`src/rtl/urv_dm_ahb_bridge.sv`:
```
// urv_dm_ahb_bridge: CPU data-memory port to AHB-Lite master.
// One single transfer at a time; wait states and ERROR responses handled.
module urv_dm_ahb_bridge #(
    parameter logic [3:0] HPROT_VAL = 4'b0011
) (
    input  logic        clk_i,
    input  logic        rst_i,
    input  logic [31:0] dm_addr_i,
    input  logic [31:0] dm_data_s_i,
    input  logic [3:0]  dm_data_select_i,
    input  logic        dm_store_i,
    input  logic        dm_load_i,
    output logic        dm_ready_o,
    output logic        dm_load_done_o,
    output logic        dm_store_done_o,
    output logic [31:0] dm_data_l_o,
    output logic        dm_err_o,
    output logic [31:0] HADDR,
    output logic [1:0]  HTRANS,
    output logic        HWRITE,
    output logic [2:0]  HSIZE,
    output logic [2:0]  HBURST,
    output logic        HMASTLOCK,
    output logic [3:0]  HPROT,
    output logic [31:0] HWDATA,
    input  logic [31:0] HRDATA,
    input  logic        HREADY,
    input  logic        HRESP
);

    localparam logic [1:0] S_IDLE = 2'd0;
    localparam logic [1:0] S_ADDR = 2'd1;
    localparam logic [1:0] S_DATA = 2'd2;

    logic [1:0]  state;
    logic        req;
    logic        sel_ok;
    logic [2:0]  dec_size;
    logic [1:0]  dec_lo;
    logic        accept;
    logic        reject;
    logic        finish;
    logic [31:0] haddr_q;
    logic        hwrite_q;
    logic [2:0]  hsize_q;
    logic [31:0] hwdata_q;
    logic [31:0] data_l_q;
    logic        load_done_q;
    logic        store_done_q;
    logic        err_q;

    assign req    = dm_store_i | dm_load_i;
    assign accept = (state == S_IDLE) & req & sel_ok;
    assign reject = (state == S_IDLE) & req & ~sel_ok;
    assign finish = (state == S_DATA) & HREADY;

    // Decode the lane-select pattern into transfer size and low address bits
    always_comb begin
        sel_ok   = 1'b1;
        dec_size = 3'd0;
        dec_lo   = dm_addr_i[1:0];
        case (dm_data_select_i)
            4'b1111: begin dec_size = 3'd2; dec_lo = 2'b00; end
            4'b0011: begin dec_size = 3'd1; dec_lo = 2'b00; end
            4'b1100: begin dec_size = 3'd1; dec_lo = 2'b10; end
            4'b0001: dec_lo = 2'b00;
            4'b0010: dec_lo = 2'b01;
            4'b0100: dec_lo = 2'b10;
            4'b1000: dec_lo = 2'b11;
            default: sel_ok = 1'b0;
        endcase
    end

    // Transfer sequencing: IDLE -> ADDR -> DATA -> IDLE
    always_ff @(posedge clk_i or posedge rst_i) begin
        if (rst_i) begin
            state <= S_IDLE;
        end else begin
            case (state)
                S_IDLE:  if (accept) state <= S_ADDR;
                S_ADDR:  if (HREADY) state <= S_DATA;
                S_DATA:  if (HREADY) state <= S_IDLE;
                default: state <= S_IDLE;
            endcase
        end
    end

    // Latch address/control of an accepted request; store data kept until next store
    always_ff @(posedge clk_i or posedge rst_i) begin
        if (rst_i) begin
            haddr_q  <= 32'd0;
            hwrite_q <= 1'b0;
            hsize_q  <= 3'd0;
            hwdata_q <= 32'd0;
        end else if (accept) begin
            haddr_q  <= {dm_addr_i[31:2], dec_lo};
            hwrite_q <= dm_store_i;
            hsize_q  <= dec_size;
            if (dm_store_i) hwdata_q <= dm_data_s_i;
        end
    end

    // Capture load data at the completing data phase; errors return zero
    always_ff @(posedge clk_i or posedge rst_i) begin
        if (rst_i) begin
            data_l_q <= 32'd0;
        end else if (finish && !hwrite_q) begin
            data_l_q <= HRESP ? 32'd0 : HRDATA;
        end
    end

    // One-cycle done/error pulses for completed or rejected requests
    always_ff @(posedge clk_i or posedge rst_i) begin
        if (rst_i) begin
            load_done_q  <= 1'b0;
            store_done_q <= 1'b0;
            err_q        <= 1'b0;
        end else begin
            load_done_q  <= (finish & ~hwrite_q) | (reject & ~dm_store_i);
            store_done_q <= (finish & hwrite_q) | (reject & dm_store_i);
            err_q        <= (finish & HRESP) | reject;
        end
    end

    assign dm_ready_o      = (state == S_IDLE);
    assign dm_load_done_o  = load_done_q;
    assign dm_store_done_o = store_done_q;
    assign dm_err_o        = err_q;
    assign dm_data_l_o     = data_l_q;

    assign HTRANS    = (state == S_ADDR) ? 2'b10 : 2'b00;
    assign HADDR     = haddr_q;
    assign HWRITE    = hwrite_q;
    assign HSIZE     = hsize_q;
    assign HWDATA    = hwdata_q;
    assign HBURST    = 3'b000;
    assign HMASTLOCK = 1'b0;
    assign HPROT     = HPROT_VAL;

endmodule

```
`config.mk`:
```
export PLATFORM = sky130hd
export DESIGN_NAME = urv_dm_ahb_bridge
export DESIGN_NICKNAME = d
export VERILOG_FILES = /design/src/rtl/urv_dm_ahb_bridge.sv
export SDC_FILE = /design/constraint.sdc
export NUM_CORES = 1
export LEC_CHECK = 0
export BUFFER_PORTS_ARGS = -buffer_cell sky130_fd_sc_hd__clkbuf_2
export CORE_MARGIN = 1.5
export CORE_UTILIZATION = 47
export CTS_CLUSTER_DIAMETER = 50
export DETAILED_ROUTE_END_ITERATION = 10
export GPL_TIMING_DRIVEN = 0
export PLACE_DENSITY = 0.91
export RECOVER_POWER = 100
export SLEW_MARGIN = 20
export SYNTH_ARGS = -nofsm -noshare
export SYNTH_HDL_FRONTEND = slang
export SYNTH_SLANG_ARGS = --single-unit
```
`constraint.sdc`:
```
create_clock -name clk_i -period 3.6 [get_ports clk_i]
set_input_delay 0.36 -clock clk_i [delete_from_list [all_inputs] [get_ports clk_i]]
set_output_delay 0.36 -clock clk_i [all_outputs]
set_load 0.01 [all_outputs]
```
# --- Yosys cells after proc, flatten, opt, wreduce, memory -nomap -nowiden ---
# Index checks and enable logic that the tools add are counted.
totals:
  ff_bits: 105
  output_inout_bits: 114
  word_cells: 55
classes:
  eq_ne: 12
  muxes: 9
  n_bitwise: 16
  n_reduce_logical: 9
ops:
  columns: ["cell", "n"]
  rows:
  - ["$mux W32", 1]
  - ["$eq A4 B4 Y1 const B", 3]
  - ["$and A1 B1 Y1", 9]
  - ["$eq A4 B2 Y1 const B", 2]
  - ["$mux W2", 4]
  - ["$pmux W2 S4", 1]
  - ["$reduce_or A7 Y1", 1]
  - ["$pmux W2 S3", 1]
  - ["$eq A4 B1 Y1 const B", 1]
  - ["$eq A4 B3 Y1 const B", 1]
  - ["$ne A2 B2 Y1 const B", 2]
  - ["$or A1 B1 Y1", 4]
  - ["$pmux W2 S2", 1]
  - ["$reduce_or A2 Y1", 2]
  - ["$not A1 Y1", 3]
  - ["$reduce_and A3 Y1", 1]
  - ["$reduce_or A3 Y1", 1]
  - ["$eq A2 B1 Y1 const B", 1]
  - ["$eq A2 B2 Y1 const B", 1]
  - ["$logic_not A2 Y1", 1]
  - ["$ne A2 B1 Y1 const B", 1]
  - ["$reduce_and A2 Y1", 1]
  - ["$logic_and A1 B1 Y1", 1]
  - ["$logic_not A1 Y1", 1]
  - ["$mux W1", 1]

# --- Logic depth before layout (Yosys ltp) ---
# Gate-level depths: netlist of the first run.
logic_depth:
  ltp_word: 7
  mapped_depth: 6
  depth_no_buf: 4

# --- Worst setup path before layout of the first run ---
# No wires, ideal clock.
synth_timing:
  kind: "reg-to-reg"
  startpoint: "register state[1]"
  endpoint: "register haddr_q[11] (netlist: HADDR[11])"
  setup_time_ns: 0.125
  arrival_ns: 1.602
  setup_slack_ns: 1.872
  stages_incl_launch_ff: 7
  path_buffers: 2
  period_less_slack_ns: 1.728
  cell_sequence: "dfrtp_1 > buf_2 > nor2_2 > o21ai_2 > a21oi_4 > buf_6 > mux2_4"
synth_between:
  elab_chain_len: 3
synth_lines:
  columns: ["item", "line_no", "source"]
  rows:
  - ["start: declaration", "35", "logic [1:0] state;"]
  - ["start signal: assignment", "77", "state <= S_IDLE;"]
  - ["start signal: assignment", "80", "S_IDLE: if (accept) state <= S_ADDR;"]
  - ["start signal: assignment", "81", "S_ADDR: if (HREADY) state <= S_DATA;"]
  - ["$logic_not A2 Y1", null, null]
  - ["named net dm_ready_o", "13", "output logic dm_ready_o,"]
  - ["$and A1 B1 Y1 (2 in series)", "53", "assign accept = (state == S_IDLE) & req & sel_ok;"]
  - ["end signal: assignment", "96", "haddr_q <= {dm_addr_i[31:2], dec_lo};"]
  - ["end: declaration", "43", "logic [31:0] haddr_q;"]
# The timed path passes the listed nets, and every way through them passes these cells.
# A chain may end at the register's enable or synchronous reset.

# --- Final worst setup path of the first run ---
layout_timing:
  startpoint: "register state[1]"
  endpoint: "register haddr_q[2] (netlist: HADDR[2])"
layout_between:
  elab_chain_len: 3
layout_lines:
  columns: ["item", "line_no"]
  rows:
  - ["$logic_not A2 Y1", "53"]
  - ["$and A1 B1 Y1 (2 in series)", "53"]
# Every way passes these cells.

==> results of run 1 <==
## routing by layer
layer / GRT usage [%] / vias to the layer above / wire length, um
met5: 0 / - / 0
met4: 8.85 / 0 / 169
met3: 3.80 / 14 / 619
met2: 36.8 / 118 / 5770
met1: 23.1 / 1718 / 4330
li1: - / 1645 / -
## cell usage in the layout, fill, tap and decap left out, types with 2 or more instances in the layout
cell type	netlist	layout
nand4b_1	2	2
buf_4	11	10
a31oi_1	2	2
nand2_1	38	38
buf_2	7	2
conb_1	2	10
buf_6	8	7
mux2_4	59	6
dfrtp_1	104	104
o21ai_0	37	38
mux2_2	4	4
clkinvlp_4	0	4
clkbuf_2	2	101
nand2b_1	32	32
clkbuf_8	0	10
clkbuf_1	4	116
a22o_1	2	2
a21oi_1	3	5
inv_1	4	3
mux2_1	0	53
nor2_1	7	8
a21o_1	2	2
nand3_1	2	2
## power groups by stage
stage | combinational, mW | clock, mW | sequential [mW]
floorplan | 0.936 | 0 | 2.25
global placement | 1.93 | 0 | 1.99
detailed placement | 1.98 | 0 | 2.04
CTS | 1.99 | 0.761 | 2.02
global route | 1.71 | 0.809 | 2.06
finish | 1.53 | 0.744 | 2.00
## cells by family (layout without fill, tap and decap cells)
| family | count (synthesis) | after routing | synth area share (%) |
|---|---|---|---|
| DFF | 104 | 104 | 55.7 |
| and+or+nand+nor | 90 | 90 | 10.1 |
| muxes | 64 | 64 | 20.2 |
| AOI/OAI and AO/OA | 60 | 60 | 8.36 |
| buffers and inverters | 36 | 257 | 5.31 |
| other | 2 | 10 | 0.161 |
| xor gates and xnor gates | 1 | 1 | 0.188 |
## sequential cells by signal, summed over array words and instances (netlist names)
signal / cells
dm_store_done_o: 1
dm_data_l_o: 32
state: 2
dm_err_o: 1
dm_load_done_o: 1
HADDR: 32
HSIZE: 2
HWDATA: 32
HWRITE: 1
## worst min path at each step
| stage | end | slack, ns | cells after the start |
|---|---|---|---|
| after global placement | dm_data_l_o[9] | 0.46 | 2 |
| final | HWDATA[27] | 0.20 | 2 |
| after detailed placement | HWDATA[8] | 0.42 | 2 |
| after global routing | HADDR[25] | 0.19 | 2 |
| after CTS | HWDATA[8] | 0.006 | 2 |
| after floorplan | state[1] | 0.50 | 1 |
## Yosys cell counts (all sizes together)
| cell type | n |
|---|---|
| a221oi | 1 |
| o21ai | 39 |
| nor2 | 8 |
| nor3b | 1 |
| mux2i | 1 |
| nand3b | 1 |
| clkbuf | 6 |
| or4b | 1 |
| mux2 | 63 |
| o31ai | 1 |
| a21oi | 6 |
| o22a | 1 |
| and3 | 1 |
| xor2 | 1 |
| o21bai | 1 |
| nand2b | 32 |
| o2111ai | 1 |
| conb | 2 |
| nor2b | 1 |
| buf | 26 |
| o41ai | 1 |
| nor3 | 1 |
| nand4b | 2 |
| or2 | 1 |
| nand4 | 1 |
| a22o | 2 |
| o2111a | 1 |
| a21o | 2 |
| dfrtp | 104 |
| inv | 4 |
| nand2 | 38 |
| a31oi | 2 |
| o32ai | 1 |
| nand3 | 2 |
| a2111oi | 1 |
## worst reg2reg max path, stage by stage (launching register included)
cell	delay (ns)
dfrtp_1	0.37
clkbuf_1	0.18
nor2_1	0.30
o21ai_0	0.47
a21oi_4	0.39
buf_6	0.20
mux2_1	0.35
## final cells by class
cell class,instances,area (um2)
Buffer,32,214
Clock buffer,10,138
Clock inverter,6,68.8
Fill cell,897,3940
Inverter,4,16.3
Multi-Input combinational cell,225,1620
Sequential cell,104,2600
Tap cell,133,166
Timing Repair Buffer,205,918
==> impl_metrics.yaml, run 1 <==
sta:
  final_max_slew_viol_count: 51
  rsz0062_at_grt: "false"
  tightest_slew_ns: 2.25
  slew_headroom_pct: -50.7
  post-route-period-util_pct: 65.9
  final.setup.worst_slack_ns: 1.23
  worst_hold_slack_ns: 0.199
  fin_tns_setup_ns: 0
  max_clock_freq_mhz: 422
  post-route-min-period_ns: 2.37
  setup_viol: 0
  final-hold-violation-count: 0
  worst_clock_skew_ns: 0.0107
critical_path:
  start_kind: "flip-flop"
  crit_cells: 6
  crit_type: "flip-flop to flip-flop"
  critPathArrivalTime_ns: 2.61
  rrSetupSlack_ns: 1.23
  critPathLaunch: "state[1]"
  worstPathMaxFanout: 10
  worstReg2RegStart: "state[1]"
  r2r_cells: 6
  crit_chain: "clkbuf_1 > nor2_1 > o21ai_0 > a21oi_4 > buf_6 > mux2_1"
  worstSetupEndpointType: "flip-flop"
  crit_buf_inv: 2
  reg2reg_to: "HADDR[2]"
  cpPeakStageDelay_ns: 0.47
  cp.required_ns: 3.84
  slowest_stage: "o21ai_0"
  worstSetupEndpoint: "HADDR[2]"
  crit_family: "compound AO/OA/AOI/OAI gates"
final_layout:
  drive_gt1_share_pct: 26.1
  final_area_mm2: 0.00574
  diodes: 0
  fin_cells: 719
  nNetsFinal: 687
  syn_to_final_growth_pct: 23.0
  final_core_util_pct: 59.3
global_route:
  grt_pass1_wl_um: 16400
  antenna_found_initial: 0
  grt_pass1_vias: 3468
  grt_max_degree: 55
  overflow: 0
  track_usage_pct: 20.2
route:
  postRouteAntennaNets: 0
  wl_per_cell_um: 15.1
  first_pass_iters: 4
  drtIter0Drc: 56
  wl_um: 10900
  num_vias: 3495
  drc_errors: 0
  avgViaCountPerCell: 4.86
placement:
  hpwl_um: 8520
  place_congestion: 0.857
  dpl_cell_area_mm2: 0.00592
  io_buffers: 204
  placed_cells: 703
  pre_cts_ws_ns: 1.59
clock_network:
  clockBufferDepth: 2
  cts-htree-levels: 3
  postCtsSetupBuffers: 0
  cts_tree: "done"
  cts_resized: 0
  cts-root-buf: "clkbuf_8"
  path_clk_slew_ns: 0.10
  cts_sinks: 104
  clk-insertion-delay-late_ns: 0.37
  hold_buffers: 0
  cts_buffers: 9
min_path:
  hp-start: "dm_data_s_i[27]"
  hold_path_class: "input pin to flip-flop"
floorplan:
  num_io_pins: 220
  rows: 36
  fp.dieH_um: 103
  dieArea_mm2: 0.0105
  core_mm2: 0.00968
  initial_utilization_pct: 48.2
  die_w_um: 103
pwr:
  power_mw: 4.27
  p_sw_mw: 1.58
  p_seq_share_pct: 46.8
  p_leak_nw: 2.66
  peakVddDrop_mv: 0.270
  powerDensity_mw_per_mm2: 745
  clkPwrFrac_pct: 17.4
  p_int_mw: 2.69
  comb_power_share_pct: 35.8
  switching_share_pct: 37.1
yosys:
  yosysUniqueCellTypes: 42
  syn_inst: 357
  seq_area_frac_synth_pct: 55.7
  synth_top_area_share_pct: 55.7
  synthTopCellsByArea: "dfrtp_1 (56%), mux2_4 (19%), nand2b_1 (4.3%), o21ai_0 (4.0%), nand2_1 (3.1%)"
  ys_ff_latch: 104
  synth_top_area_cell: "dfrtp_1"
  syn_avg_cell_area_um2: 13.1
  ys_warn_count: 0
  synth_area_mm2: 0.00467
run_status:
  violations: "max-capacitance violations, max-slew violations"
  outcome: "complete, but fails checks"
job:
  maxCapViolations: 1
Note: power is estimated with default switching activity, not from simulation.
==> run 2, diff against run 1 <==
- CORE_UTILIZATION: 47 -> 42
- PLACE_DENSITY: 0.91 -> 0.86
- clock period: 3.6 -> 1.9 ns (I/O delays scaled with it)
==> impl_metrics.yaml, run 2 (synthesized netlist as in run 1, its figures left out) <==
run_status:
  outcome: "finished, final reports clean"
placement:
  placed_cells: 712
  place_congestion: 0.886
  io_buffers: 204
  hpwl_um: 8760
critical_path:
  cp.required_ns: 2.13
  worstSetupEndpointType: "flip-flop"
  cpPeakStageDelay_ns: 0.37
  start_kind: "flip-flop"
  reg2reg_to: "HADDR[9]"
  worstPathMaxFanout: 10
  crit_type: "flip-flop to flip-flop"
  slowest_stage: "dfrtp_1"
  critPathArrivalTime_ns: 2.07
  crit_chain: "buf_2 > nor2_4 > o21ai_2 > a21oi_4 > buf_6 > mux2_4"
  r2r_cells: 6
  worstReg2RegStart: "state[1]"
  rrSetupSlack_ns: 0.06
final_layout:
  drive_gt1_share_pct: 37.2
  final_core_util_pct: 55.4
  final_cell_mix: "clkbuf_2 (110), clkbuf_1 (109), dfrtp_1 (104)"
  nNetsFinal: 691
  final_common_cell: "clkbuf_2"
  fin_cells: 729
  diodes: 0
  syn_to_final_growth_pct: 28.6
sta:
  post-route-min-period_ns: 1.84
  worst_hold_slack_ns: 0.0555
  post-route-period-util_pct: 97.0
  max_clock_freq_mhz: 543
  rsz0062_at_grt: "true"
  tightest_slew_ns: 0.883
  setup_viol: 0
  worst_clock_skew_ns: 0.0100
  final_max_slew_viol_count: 0
  final-hold-violation-count: 0
  fin_tns_setup_ns: 0
  slew_headroom_pct: 41.1
pwr:
  p_leak_nw: 2.88
  peakVddDrop_mv: 0.578
  powerDensity_mw_per_mm2: 1460
  power_mw: 8.77
route:
  drc_errors: 0
  avgViaCountPerCell: 4.86
  drtIter0Drc: 226
  first_pass_iters: 5
  wl_um: 11500
  wl_per_cell_um: 15.7
  num_vias: 3542
  postRouteAntennaNets: 0
clock_network:
  path_clk_slew_ns: 0.09
  cts_tree: "done"
  cts-htree-levels: 3
  cts-root-buf: "clkbuf_8"
  clk-insertion-delay-late_ns: 0.35
  cts_buffers: 9
  clockBufferDepth: 2
  cts_sinks: 104
global_route:
  grt_pass1_wl_um: 16900
  track_usage_pct: 18.7
  overflow: 0
  grt_pass1_vias: 3443
  antenna_found_initial: 0
  grt_max_degree: 37
min_path:
  hold_path_class: "input pin to flip-flop"
  holdPathStages: 2
  hp-start: "dm_data_s_i[20]"
  holdPathEnd: "HWDATA[20]"
floorplan:
  initial_utilization_pct: 43.1
  fp.dieH_um: 108
  rows: 38
  die_w_um: 108
  core_mm2: 0.0108
  num_io_pins: 220
  dieArea_mm2: 0.0118
job:
  maxCapViolations: 0
run 2: cell count changes in the layout (fill, tap and decap cells not counted), sizes merged:
| cell | change |
|---|---|
| clkinv | +1 |
| clkbuf | +1 |
| bufinv | +1 |
| clkinvlp | -4 |
| buf | +3 |
| dlygate4sd3 | +1 |
run 2: layout make-up:
class,instances,area (um2)
clock buffer,11,131
buffer,32,233
multi-input combinational,225,1850
tap,140,175
clock inverter,4,70.1
inverter,4,16.3
sequential,104,2600
fill,948,4840
timing repair buffer,209,925
run 2: routing by layer:
metal	GRT usage (%)	vias up	part of all wire [%]
li1	-	1652	-
met1	22.8	1738	41
met2	33.3	143	52
met3	3.68	9	6.2
met4	5.45	0	1.0
met5	0	-	0
run 2: repair_timing:
| item | CTS | global route |
|---|---|---|
| buffers inserted | 1 | 0 |
| resized for setup | 1 | 0 |
| setup endpoints to repair | 30 | 8 |
| hold buffers | 1 | 0 |
| endpoints found under the hold margin | 10 | 0 |
run 2: stage by stage:
| step | area, um2 | worst slack (ns) |
|---|---|---|
| after detailed placement | 5960 | -0.0238 |
| final | 6000 | 0.0578 |
| after floorplan | 4700 | 0.172 |
| after CTS | 6180 | 0.0764 |
| after global placement | 5900 | -0.113 |
| after global routing | 6000 | -0.0119 |
run 2: power breakdown:
group          switching, mW  leakage, nW  total, mW  internal (mW)
Sequential             0.615         1.28       3.84           3.22
Combinational           1.76         1.50       3.49           1.74
Clock                  0.710        0.103       1.44          0.734
run 2: how the worst max path moves through the flow:
stage	slack [ns]	cells after the start	endpoint	start
global placement	-0.11	2	HADDR[15]	rst_i
floorplan	0.17	6	HADDR[11]	state[1]
global route	-0.01	6	HADDR[6]	state[1]
finish	0.06	6	HADDR[9]	state[1]
CTS	0.08	6	HADDR[9]	state[1]
detailed placement	-0.02	6	HADDR[8]	state[1]
run 2: critical path, delay by kind of cell (launching register included):
family                 cells  cell delay (ns)
flip-flops                 1             0.37
AO/OA/AOI/OAI              2             0.44
buffers and inverters      2             0.41
AND/OR/NAND/NOR            1             0.19
multiplexers               1             0.32
==> run 3, diff against run 2 <==
- CAP_MARGIN: default -> 15
- CORE_MARGIN: 1.5 -> default
==> impl_metrics.yaml, run 3 (synthesized netlist as in run 1, its figures left out) <==
sta:
  setup_viol: 0
  post-route-period-util_pct: 94.2
  max_clock_freq_mhz: 559
  rsz0062_at_grt: "false"
  final-hold-violation-count: 0
  post-route-min-period_ns: 1.79
  fin_tns_setup_ns: 0
  tightest_slew_ns: 1.22
  final_max_slew_viol_count: 0
  worst_clock_skew_ns: 0.0105
  slew_headroom_pct: 18.5
critical_path:
  worstSetupEndpointType: "flip-flop"
  crit_type: "flip-flop to flip-flop"
  start_kind: "flip-flop"
  critPathArrivalTime_ns: 2.05
  cp.required_ns: 2.16
  worstPathMaxFanout: 10
placement:
  place_congestion: 0.828
  io_buffers: 204
  hpwl_um: 8480
route:
  postRouteAntennaNets: 0
  num_vias: 3526
  wl_um: 11000
  drtIter0Drc: 170
  drc_errors: 0
  wl_per_cell_um: 15.0
  first_pass_iters: 4
  avgViaCountPerCell: 4.82
min_path:
  hold_path_class: "input pin to flip-flop"
floorplan:
  num_io_pins: 220
  initial_utilization_pct: 43.1
  core_mm2: 0.0108
  rows: 38
  fp.dieH_um: 107
  die_w_um: 107
  dieArea_mm2: 0.0115
final_layout:
  final_common_cell: "clkbuf_1"
  syn_to_final_growth_pct: 26.8
  drive_gt1_share_pct: 31.3
  diodes: 0
  final_cell_mix: "clkbuf_1 (108), clkbuf_2 (106), dfrtp_1 (104)"
  nNetsFinal: 693
clock_network:
  cts-root-buf: "clkbuf_8"
  path_clk_slew_ns: 0.11
  cts_tree: "done"
  cts_sinks: 104
  clk-insertion-delay-late_ns: 0.38
  clockBufferDepth: 2
  cts_buffers: 9
  cts-htree-levels: 3
pwr:
  peakVddDrop_mv: 0.657
  powerDensity_mw_per_mm2: 1410
  power_mw: 8.33
  p_leak_nw: 2.78
global_route:
  track_usage_pct: 19.0
  grt_pass1_wl_um: 16800
  grt_max_degree: 36
  antenna_found_initial: 0
  overflow: 0
  grt_pass1_vias: 3483
job:
  maxCapViolations: 0
run_status:
  outcome: "finished, final reports clean"
-- run 3: cell types whose count changed in the layout (fill, tap and decap cells not counted), moves of 2 or more --
cell        change
buf_4           +3
clkbuf_2        -4
inv_6           +2
clkinvlp_4      +2
mux2_4         -38
mux2_1         +38
-- run 3: final timing paths --
| check | slack (ns) | to | cells past startpoint | start |
|---|---|---|---|---|
| setup reg to reg | 0.11 | HWDATA[10] | 6 | state[1] |
| hold reg to reg | 0.49 | dm_data_l_o[26] | 2 | dm_data_l_o[26] |
| max in group asynchronous | 0.28 | HWDATA[0] | 5 | rst_i |
| hold / removal | 0.02 | HADDR[27] | 2 | dm_addr_i[27] |
| setup / recovery | 0.11 | HWDATA[10] | 6 | state[1] |
| min in group asynchronous | 0.60 | HADDR[25] | 3 | rst_i |
-- run 3: layer usage --
metal	global-route usage, %	share of wire, %	routed length (um)	vias up
li1	-	-	-	1661
met1	23.0	41	4490	1711
met2	33.3	52	5700	131
met3	3.27	5.1	557	23
met4	8.02	2.3	255	0
met5	0	0	0	-
-- run 3: area by class of cell --
cell class / count / area [um2]
fillers: 1021 / 4920
inverters: 4 / 16.3
plain buffers: 32 / 229
flip-flops and latches: 104 / 2600
clock buffers: 9 / 124
well taps: 140 / 175
repair buffers: 211 / 978
clock inverters: 7 / 78.8
multi-input cells: 225 / 1710
-- run 3: repair_timing --
| item | in CTS | in global routing |
|---|---|---|
| endpoints found under the setup margin | 2 | 24 |
| setup buffers | 1 | 2 |
| hold buffers | 1 | 0 |
| cloned | 0 | 0 |
| resized for setup | 0 | 2 |
| hold endpoints to repair | 21 | 0 |
-- run 3: power by group --
part           internal [mW]  switching (mW)
clock                  0.626           0.812
sequential              3.22           0.567
combinational           1.40            1.71
total                   5.25            3.08
-- run 3: through the flow --
stage / cell area, um2 / utilization, % / hold slack (ns) / setup slack [ns] / std cells
after floorplan: 4700 / - / 0.330 / 0.172 / 365
after global placement: 5900 / 54.4 / 0.422 / -0.118 / 709
after detailed placement: 5970 / 55.1 / 0.286 / 0.0163 / 712
after CTS: 6190 / 57.1 / 0.0188 / 0.0378 / 730
after global routing: 5920 / 54.6 / 0.00121 / 0.0303 / 732
final: 5920 / 54.6 / 0.0206 / 0.110 / 732
-- run 3: worst max-delay path, cell delays in order, from the launching register on --
cell     delay, ns
dfrtp_1       0.36
buf_2         0.17
nor2_4        0.20
nand2_1       0.12
a21oi_4       0.26
buf_6         0.22
mux2_1        0.33
